<file path="config.mk">
export PLATFORM = sky130hd
export DESIGN_NAME = uart_cmd_decoder
export DESIGN_NICKNAME = d
export VERILOG_FILES = /design/src/rtl/uart_cmd_decoder_pkg.sv /design/src/rtl/uart_cmd_timeout.sv /design/src/rtl/uart_cmd_decoder.sv
export SDC_FILE = /design/constraint.sdc
export NUM_CORES = 1
export LEC_CHECK = 0
export CAP_MARGIN = 20
export CORE_ASPECT_RATIO = 0.6
export CORE_MARGIN = 2
export CORE_UTILIZATION = 40
export DETAILED_ROUTE_END_ITERATION = 8
export PLACE_DENSITY = 0.65
export RECOVER_POWER = 25
export SETUP_SLACK_MARGIN = 0.02
export SKIP_LAST_GASP = 1
export SYNTH_ARGS = -nofsm -noshare
export SYNTH_HDL_FRONTEND = slang
export SYNTH_HIERARCHICAL = 1
export SYNTH_SLANG_ARGS = --single-unit
</file>
<file path="constraint.sdc">
create_clock -name clk -period 4.1 [get_ports clk]
set_clock_uncertainty 0.05 [all_clocks]
set_input_delay 0.82 -clock clk [delete_from_list [all_inputs] [get_ports clk]]
set_output_delay 0.82 -clock clk [all_outputs]
set_load 0.01 [all_outputs]
</file>
<file path="src/rtl/uart_cmd_decoder_pkg.sv">
`default_nettype none
// ============================================================================
//  Module      : uart_cmd_decoder_pkg
//  Description : Shared definitions for the UART ASCII command decoder:
//                command codes, ASCII terminators, FSM state encodings and
//                small character/value helper functions.
//  Revision    : 1.0 - initial release
// ============================================================================
package uart_cmd_decoder_pkg;

  // Command codes reported on cmd_code
  localparam logic [2:0] CMD_RUN    = 3'd0;
  localparam logic [2:0] CMD_CLR    = 3'd1;
  localparam logic [2:0] CMD_UP     = 3'd2;
  localparam logic [2:0] CMD_DN     = 3'd3;
  localparam logic [2:0] CMD_MODE   = 3'd4;
  localparam logic [2:0] CMD_REPORT = 3'd5;
  localparam logic [2:0] CMD_SET    = 3'd6;

  // Frame terminators
  localparam logic [7:0] ASCII_CR = 8'h0D;
  localparam logic [7:0] ASCII_LF = 8'h0A;

  // Decoder FSM state encodings
  localparam logic [1:0] ST_IDLE      = 2'd0;
  localparam logic [1:0] ST_COLLECT   = 2'd1;
  localparam logic [1:0] ST_WAIT_TERM = 2'd2;
  localparam logic [1:0] ST_DISCARD   = 2'd3;

  // Fold 'a'..'z' onto 'A'..'Z'; every other byte passes through unchanged
  function automatic logic [7:0] to_upper(input logic [7:0] ch);
    if (ch >= 8'h61 && ch <= 8'h7A) begin
      return ch - 8'h20;
    end
    return ch;
  endfunction

  // Two decimal digits to binary, tens*10 as (t<<3)+(t<<1), kept at 7 bits
  function automatic logic [6:0] digits_to_bin(input logic [3:0] tens,
                                               input logic [3:0] ones);
    logic [6:0] t7;
    t7 = {3'b000, tens};
    return (t7 << 3) + (t7 << 1) + {3'b000, ones};
  endfunction

endpackage
`default_nettype wire

</file>
<file path="src/rtl/uart_cmd_timeout.sv">
`default_nettype none
// ============================================================================
//  Module      : uart_cmd_timeout
//  Description : Inter-byte gap timer. Counts clocks since the last clear,
//                saturating at CYCLES. While enabled, emits a one-cycle
//                expire pulse on the clock where the gap reaches CYCLES.
//                A clear in the same cycle always wins over expiry.
//  Revision    : 1.0 - initial release
// ============================================================================
module uart_cmd_timeout #(
  parameter int CYCLES = 10
) (
  input  logic clk,
  input  logic rst,
  input  logic clr,
  input  logic en,
  output logic expire
);

  localparam int              c_W    = (CYCLES > 1) ? $clog2(CYCLES + 1) : 1;
  localparam logic [c_W-1:0]  c_MAX  = c_W'(CYCLES);
  localparam logic [c_W-1:0]  c_LAST = c_W'(CYCLES - 1);

  logic [c_W-1:0] r_cnt;

  // Gap counter: restart on clear, otherwise count up and hold at CYCLES
  always_ff @(posedge clk or posedge rst) begin
    if (rst) begin
      r_cnt <= '0;
    end else if (clr) begin
      r_cnt <= '0;
    end else if (r_cnt != c_MAX) begin
      r_cnt <= r_cnt + 1'b1;
    end
  end

  // Fires in the cycle the count is about to reach CYCLES, so the consumer
  // registers it exactly CYCLES clocks after the last clear
  assign expire = en && !clr && (r_cnt == c_LAST);

endmodule
`default_nettype wire

</file>
<file path="src/rtl/uart_cmd_decoder.sv">
`default_nettype none
// ============================================================================
//  Module      : uart_cmd_decoder
//  Description : Receive-side ASCII command decoder. Turns RX FIFO bytes into
//                single-cycle command strobes (R/C/U/D/M/T) or a validated
//                set-time frame "Shhmmss" terminated by CR or LF.
//  Revision    : 1.0 - initial release
// ============================================================================
module uart_cmd_decoder
  import uart_cmd_decoder_pkg::*;
#(
  parameter int CLK_HZ     = 100_000_000,
  parameter int TIMEOUT_MS = 100
) (
  input  logic       clk,
  input  logic       rst,
  input  logic [7:0] rx_byte,
  input  logic       rx_valid,
  output logic       cmd_valid,
  output logic [2:0] cmd_code,
  output logic [4:0] set_hour,
  output logic [5:0] set_min,
  output logic [5:0] set_sec,
  output logic       err,
  output logic       busy
);

  localparam int c_TIMEOUT_CYC = CLK_HZ / 1000 * TIMEOUT_MS;

  logic [1:0] r_state;
  logic [2:0] r_cnt;
  logic [3:0] r_dig [0:5];

  logic [7:0] w_ch;
  logic       w_is_digit;
  logic       w_is_term;
  logic       w_expire;
  logic       w_en;
  logic [6:0] w_hour;
  logic [6:0] w_min;
  logic [6:0] w_sec;
  logic       w_range_ok;

  assign w_ch       = to_upper(rx_byte);
  assign w_is_digit = (w_ch >= 8'h30) && (w_ch <= 8'h39);
  assign w_is_term  = (w_ch == ASCII_CR) || (w_ch == ASCII_LF);

  assign w_hour     = digits_to_bin(r_dig[0], r_dig[1]);
  assign w_min      = digits_to_bin(r_dig[2], r_dig[3]);
  assign w_sec      = digits_to_bin(r_dig[4], r_dig[5]);
  assign w_range_ok = (w_hour <= 7'd23) && (w_min <= 7'd59) && (w_sec <= 7'd59);

  assign w_en = (r_state != ST_IDLE);
  assign busy = w_en;

  uart_cmd_timeout #(
    .CYCLES (c_TIMEOUT_CYC)
  ) u_timeout (
    .clk    (clk),
    .rst    (rst),
    .clr    (rx_valid),
    .en     (w_en),
    .expire (w_expire)
  );

  // Command FSM: decodes single-char commands and collects set-time frames;
  // a received byte always takes priority over a coincident timeout
  always_ff @(posedge clk or posedge rst) begin
    if (rst) begin
      r_state   <= ST_IDLE;
      r_cnt     <= 3'd0;
      r_dig     <= '{default: 4'd0};
      cmd_valid <= 1'b0;
      cmd_code  <= 3'd0;
      set_hour  <= 5'd0;
      set_min   <= 6'd0;
      set_sec   <= 6'd0;
      err       <= 1'b0;
    end else begin
      cmd_valid <= 1'b0;
      err       <= 1'b0;
      if (rx_valid) begin
        case (r_state)
          ST_IDLE: begin
            case (w_ch)
              8'h52: begin cmd_valid <= 1'b1; cmd_code <= CMD_RUN;    end // R
              8'h43: begin cmd_valid <= 1'b1; cmd_code <= CMD_CLR;    end // C
              8'h55: begin cmd_valid <= 1'b1; cmd_code <= CMD_UP;     end // U
              8'h44: begin cmd_valid <= 1'b1; cmd_code <= CMD_DN;     end // D
              8'h4D: begin cmd_valid <= 1'b1; cmd_code <= CMD_MODE;   end // M
              8'h54: begin cmd_valid <= 1'b1; cmd_code <= CMD_REPORT; end // T
              8'h53: begin                                                // S
                r_state <= ST_COLLECT;
                r_cnt   <= 3'd0;
              end
              ASCII_CR, ASCII_LF: ;
              default: err <= 1'b1;
            endcase
          end
          ST_COLLECT: begin
            if (w_is_digit) begin
              r_dig[r_cnt] <= w_ch[3:0];
              r_cnt        <= r_cnt + 3'd1;
              if (r_cnt == 3'd5) begin
                r_state <= ST_WAIT_TERM;
              end
            end else if (w_is_term) begin
              err     <= 1'b1;
              r_state <= ST_IDLE;
            end else begin
              err     <= 1'b1;
              r_state <= ST_DISCARD;
            end
          end
          ST_WAIT_TERM: begin
            if (w_is_term) begin
              r_state <= ST_IDLE;
              if (w_range_ok) begin
                set_hour  <= w_hour[4:0];
                set_min   <= w_min[5:0];
                set_sec   <= w_sec[5:0];
                cmd_code  <= CMD_SET;
                cmd_valid <= 1'b1;
              end else begin
                err <= 1'b1;
              end
            end else begin
              err     <= 1'b1;
              r_state <= ST_DISCARD;
            end
          end
          default: begin // ST_DISCARD: silently drop until a terminator
            if (w_is_term) begin
              r_state <= ST_IDLE;
            end
          end
        endcase
      end else if (w_expire) begin
        if (r_state != ST_DISCARD) begin
          err <= 1'b1;
        end
        r_state <= ST_IDLE;
      end
    end
  end

endmodule
`default_nettype wire

</file>
==> results.py <==
metrics = {
    "setup_path": {
        "arrival_worst_endpoint_ns": 3.64,
        "crit_chain": "inv_1 > fa_1 > inv_1 > ha_1 > a21o_1 > a21oi_1 > xnor2_1 > a32oi_1 > nand4_4 > mux2_1",
        "critical_path_end_type": "flop",
        "max_stage_delay_ns": 0.61,
        "critical_path.most_common_cell": "sky130_fd_sc_hd__inv_1",
        "critical_path_required_ns": 4.26,
        "path_max_fanout": 21,
        "start_kind": "flop",
        "critical_path_class": "reg2reg",
        "timing.rr.start": "r_dig[3]",
        "largest_delay_share_family_worst_path": "adder cells",
        "worstSetupStartpoint": "r_dig[3]",
        "worst_path_max_delay_cell": "sky130_fd_sc_hd__fa_1",
        "critPathBufInv": 2,
    },
    "synth": {
        "synth_compound_area_share_pct": 10.23,
        "synth_mux_area_share_pct": 11.95,
        "ys_ff_latch": 75,
        "post_synth_main_area_contributors": "sky130_fd_sc_hd__dfrtp_1 (41%), sky130_fd_sc_hd__mux2_2 (9.6%), sky130_fd_sc_hd__ha_1 (8.2%)",
        "synthMostInstantiatedCell": "sky130_fd_sc_hd__dfrtp_1",
        "synth-xor-area-share_pct": 3.430,
        "seq_area_frac_synth_pct": 40.83,
        "synth_commonest_cells": "sky130_fd_sc_hd__dfrtp_1 (75), sky130_fd_sc_hd__mux2_2 (39), sky130_fd_sc_hd__inv_1 (35), sky130_fd_sc_hd__ha_1 (30), sky130_fd_sc_hd__nor2_1 (27)",
        "synth-async-reset-ratio_pct": 100.0,
        "postSynthAreaPerCell_um2": 10.50,
        "synth_cell_types": 68,
        "yosysTopAreaCell": "sky130_fd_sc_hd__dfrtp_1",
        "synth_top_family_by_area": "simple AND/OR/NAND/NOR gates",
        "yosysWarnings": 6,
        "synth-main-ff-cell": "sky130_fd_sc_hd__dfrtp_1",
        "synthDominantCellAreaShare_pct": 40.83,
        "synth.cell_area_um2": 4597,
        "synth-edff-count": 0,
        "synth_adder_area_share_pct": 10.78,
        "synth_nets": 485,
        "netlist_instances": 438,
        "synth_simple_gate_area_share_pct": 18.13,
    },
    "grt": {
        "antenna_found_initial": 0,
        "grt_pass1_wl_um": 16840,
        "grt_start_max_net_pins": 41,
        "grt_overflow_total": 0,
        "grt.total_usage_pct": 17.35,
        "vias_in_the_first_global_route": 3336,
    },
    "detailed_routing": {
        "drt-pass1-iter-count": 4,
        "drc_errors": 0,
        "met3_wirelength_um": 607,
        "detailroute.wirelength.met2_um": 4052,
        "final_ant_viol_nets": 0,
        "post_drt_via_cell_ratio": 5.508,
        "dr.max_layer_used": "met4",
        "detail_route.wirelength_um": 10020,
        "first_iter_violations": 328,
        "via_total_after_detailed_routing": 3415,
        "route.layer.met1.wl_um": 5179,
        "wire_per_inst_um": 16.16,
    },
    "cells_and_area": {
        "synthToLayoutAreaGrowth_pct": 17.56,
        "postLayoutCoreUtil_pct": 47.99,
        "n_antenna_cell": 0,
        "nets_final": 519,
        "drive_above_1_share_pct": 15.76,
        "num-fill-cells": 984,
    },
    "die": {
        "start_util_pct": 40.82,
        "placement_rows": 30,
        "ios": 34,
        "floorplan.die_area_um2": 12390,
        "die_h_um": 87.04,
        "fp.dieW_um": 142.4,
        "floorplan.core_area_um2": 11260,
    },
    "clock_network": {
        "cts-buffers-inserted": 9,
        "clock_sink_count": 75,
        "cts-root-to-sink-buffers": 2,
        "clk_latency_ns": 0.34,
        "postCtsResizedCells": 0,
        "cts_post_setup_buffers_inserted": 0,
        "maximum_level_of_the_cts_h_tree": 3,
        "reg_clk_slew_reported_paths_ns": 0.06,
        "holdBufCountCts": 0,
        "cts_tree": "built",
        "clock-root-buffer": "sky130_fd_sc_hd__clkbuf_16",
    },
    "sta": {
        "worstMarginPinSlew_ns": 1.485,
        "fmax_mhz": 288.0,
        "finalHoldViolCount": 0,
        "grt_setup_unrepaired": "no",
        "post-route-period-util_pct": 84.68,
        "setup-tns-final_ns": 0,
        "finalWorstPathRequiredPeriod_ns": 3.472,
        "final_max_slew_viol_count": 0,
        "setup_violations": 0,
        "worst_slew_margin_rel_pct": 0.8886,
    },
    "power_and_ir_drop": {
        "peakVddDrop_mv": 0.2116,
        "static_power_due_to_leakage_nw": 2.517,
        "pwr_density_cell_nw_per_um2": 424.9,
    },
    "status": {
        "violations": "max-capacitance violations",
        "status": "finished with violations",
    },
    "hold_path": {
        "hold_path.startpoint": "r_dig[16]",
        "hold_path.class": "reg2reg",
    },
    "job": {
        "drv_cap": 1,
    },
    "placement": {
        "dp_hpwl_um": 7336,
        "numPortBuffers": 33,
        "place.gp.congestion": 0.8703,
    },
}
==> placed cells by master (no fill, tap or decap), types with 5 or more instances in the layout <==
cell type | Yosys | final
sky130_fd_sc_hd__clkdlybuf4s50_1 | 0 | 31
sky130_fd_sc_hd__nor2_1 | 27 | 27
sky130_fd_sc_hd__inv_1 | 35 | 35
sky130_fd_sc_hd__nand3_1 | 13 | 13
sky130_fd_sc_hd__ha_1 | 30 | 30
sky130_fd_sc_hd__xnor2_1 | 11 | 11
sky130_fd_sc_hd__nor2b_1 | 7 | 7
sky130_fd_sc_hd__clkbuf_16 | 0 | 9
sky130_fd_sc_hd__fa_1 | 6 | 6
sky130_fd_sc_hd__or4_1 | 8 | 8
sky130_fd_sc_hd__nand2_1 | 18 | 18
sky130_fd_sc_hd__nand4_1 | 7 | 7
sky130_fd_sc_hd__o31ai_1 | 7 | 7
sky130_fd_sc_hd__a21oi_1 | 21 | 21
sky130_fd_sc_hd__xor2_1 | 7 | 7
sky130_fd_sc_hd__dfrtp_1 | 75 | 75
sky130_fd_sc_hd__mux2_2 | 39 | 39
sky130_fd_sc_hd__nor3_1 | 10 | 10
sky130_fd_sc_hd__o21ai_0 | 13 | 13
sky130_fd_sc_hd__mux2i_1 | 5 | 5
sky130_fd_sc_hd__nand2b_1 | 9 | 9
==> area by class of cell <==
type | instances | area (um^2) | area share (%)
clock inverters | 4 | 98.84 | 1.829
flip-flops and latches | 75 | 1877 | 34.73
repair buffers | 39 | 367.9 | 6.807
clock buffers | 11 | 242.7 | 4.492
multi-input cells | 312 | 2506 | 46.38
well taps | 144 | 180.2 | 3.334
inverters | 35 | 131.4 | 2.431
==> where the power goes <==
group | internal [mW] | switching [mW] | total [mW]
sequential | 0.805 | 0.0640 | 0.869
clock | 0.609 | 0.301 | 0.910
combinational | 0.236 | 0.282 | 0.518
total | 1.65 | 0.647 | 2.30
==> layer usage <==
| layer | up-vias | GRT usage (%) |
|---|---|---|
| met5 | - | 0 |
| met4 | 0 | 6.031 |
| met3 | 17 | 4.343 |
| met2 | 90 | 24.24 |
| met1 | 1666 | 25.99 |
| li1 | 1642 | - |
==> kinds of logic after synthesis <==
group	after synthesis
buffers and inverters	51
and+or+nand+nor	139
xor gates and xnor gates	18
adders and majority gates	36
DFF	75
muxes	49
AOI/OAI and AO/OA	70
==> state kept, by name (all words and copies together) (netlist names) <==
name / count
r_dig: 24
r_state: 2
set_sec: 6
r_cnt: 3
cmd_code: 3
set_hour: 5
err: 1
u_timeout/r_cnt: 24
set_min: 6
cmd_valid: 1
==> through the flow <==
| step | cell area, um^2 | power (mW) | std cells | worst slack, ns | hold slack [ns] |
|---|---|---|---|---|---|
| after floorplan | 4597 | 1.219 | 438 | 1.223 | 0.4041 |
| after global placement | 5062 | 1.382 | 604 | 0.6448 | 0.4184 |
| after detailed placement | 5062 | 1.396 | 604 | 0.5282 | 0.4203 |
| after CTS | 5404 | 2.320 | 619 | 0.6339 | 0.4333 |
| after global routing | 5404 | 2.413 | 620 | 0.3983 | 0.4600 |
| final | 5404 | 2.296 | 620 | 0.6282 | 0.4340 |
==> worst paths after layout <==
path                                 endpoint  slack (ns)  depth (start not counted)
setup reg to reg                   set_min[2]        0.63                         10
hold reg to reg                   set_hour[0]        0.43                          1
hold / removal                    set_hour[0]        0.43                          1
max in group asynchronous         cmd_code[1]        1.73                          3
setup / recovery                   set_min[2]        0.63                         10
min in group asynchronous  u_timeout/r_cnt[3]        0.73                          2
No activity file was read; power rests on OpenSTA's default activity.
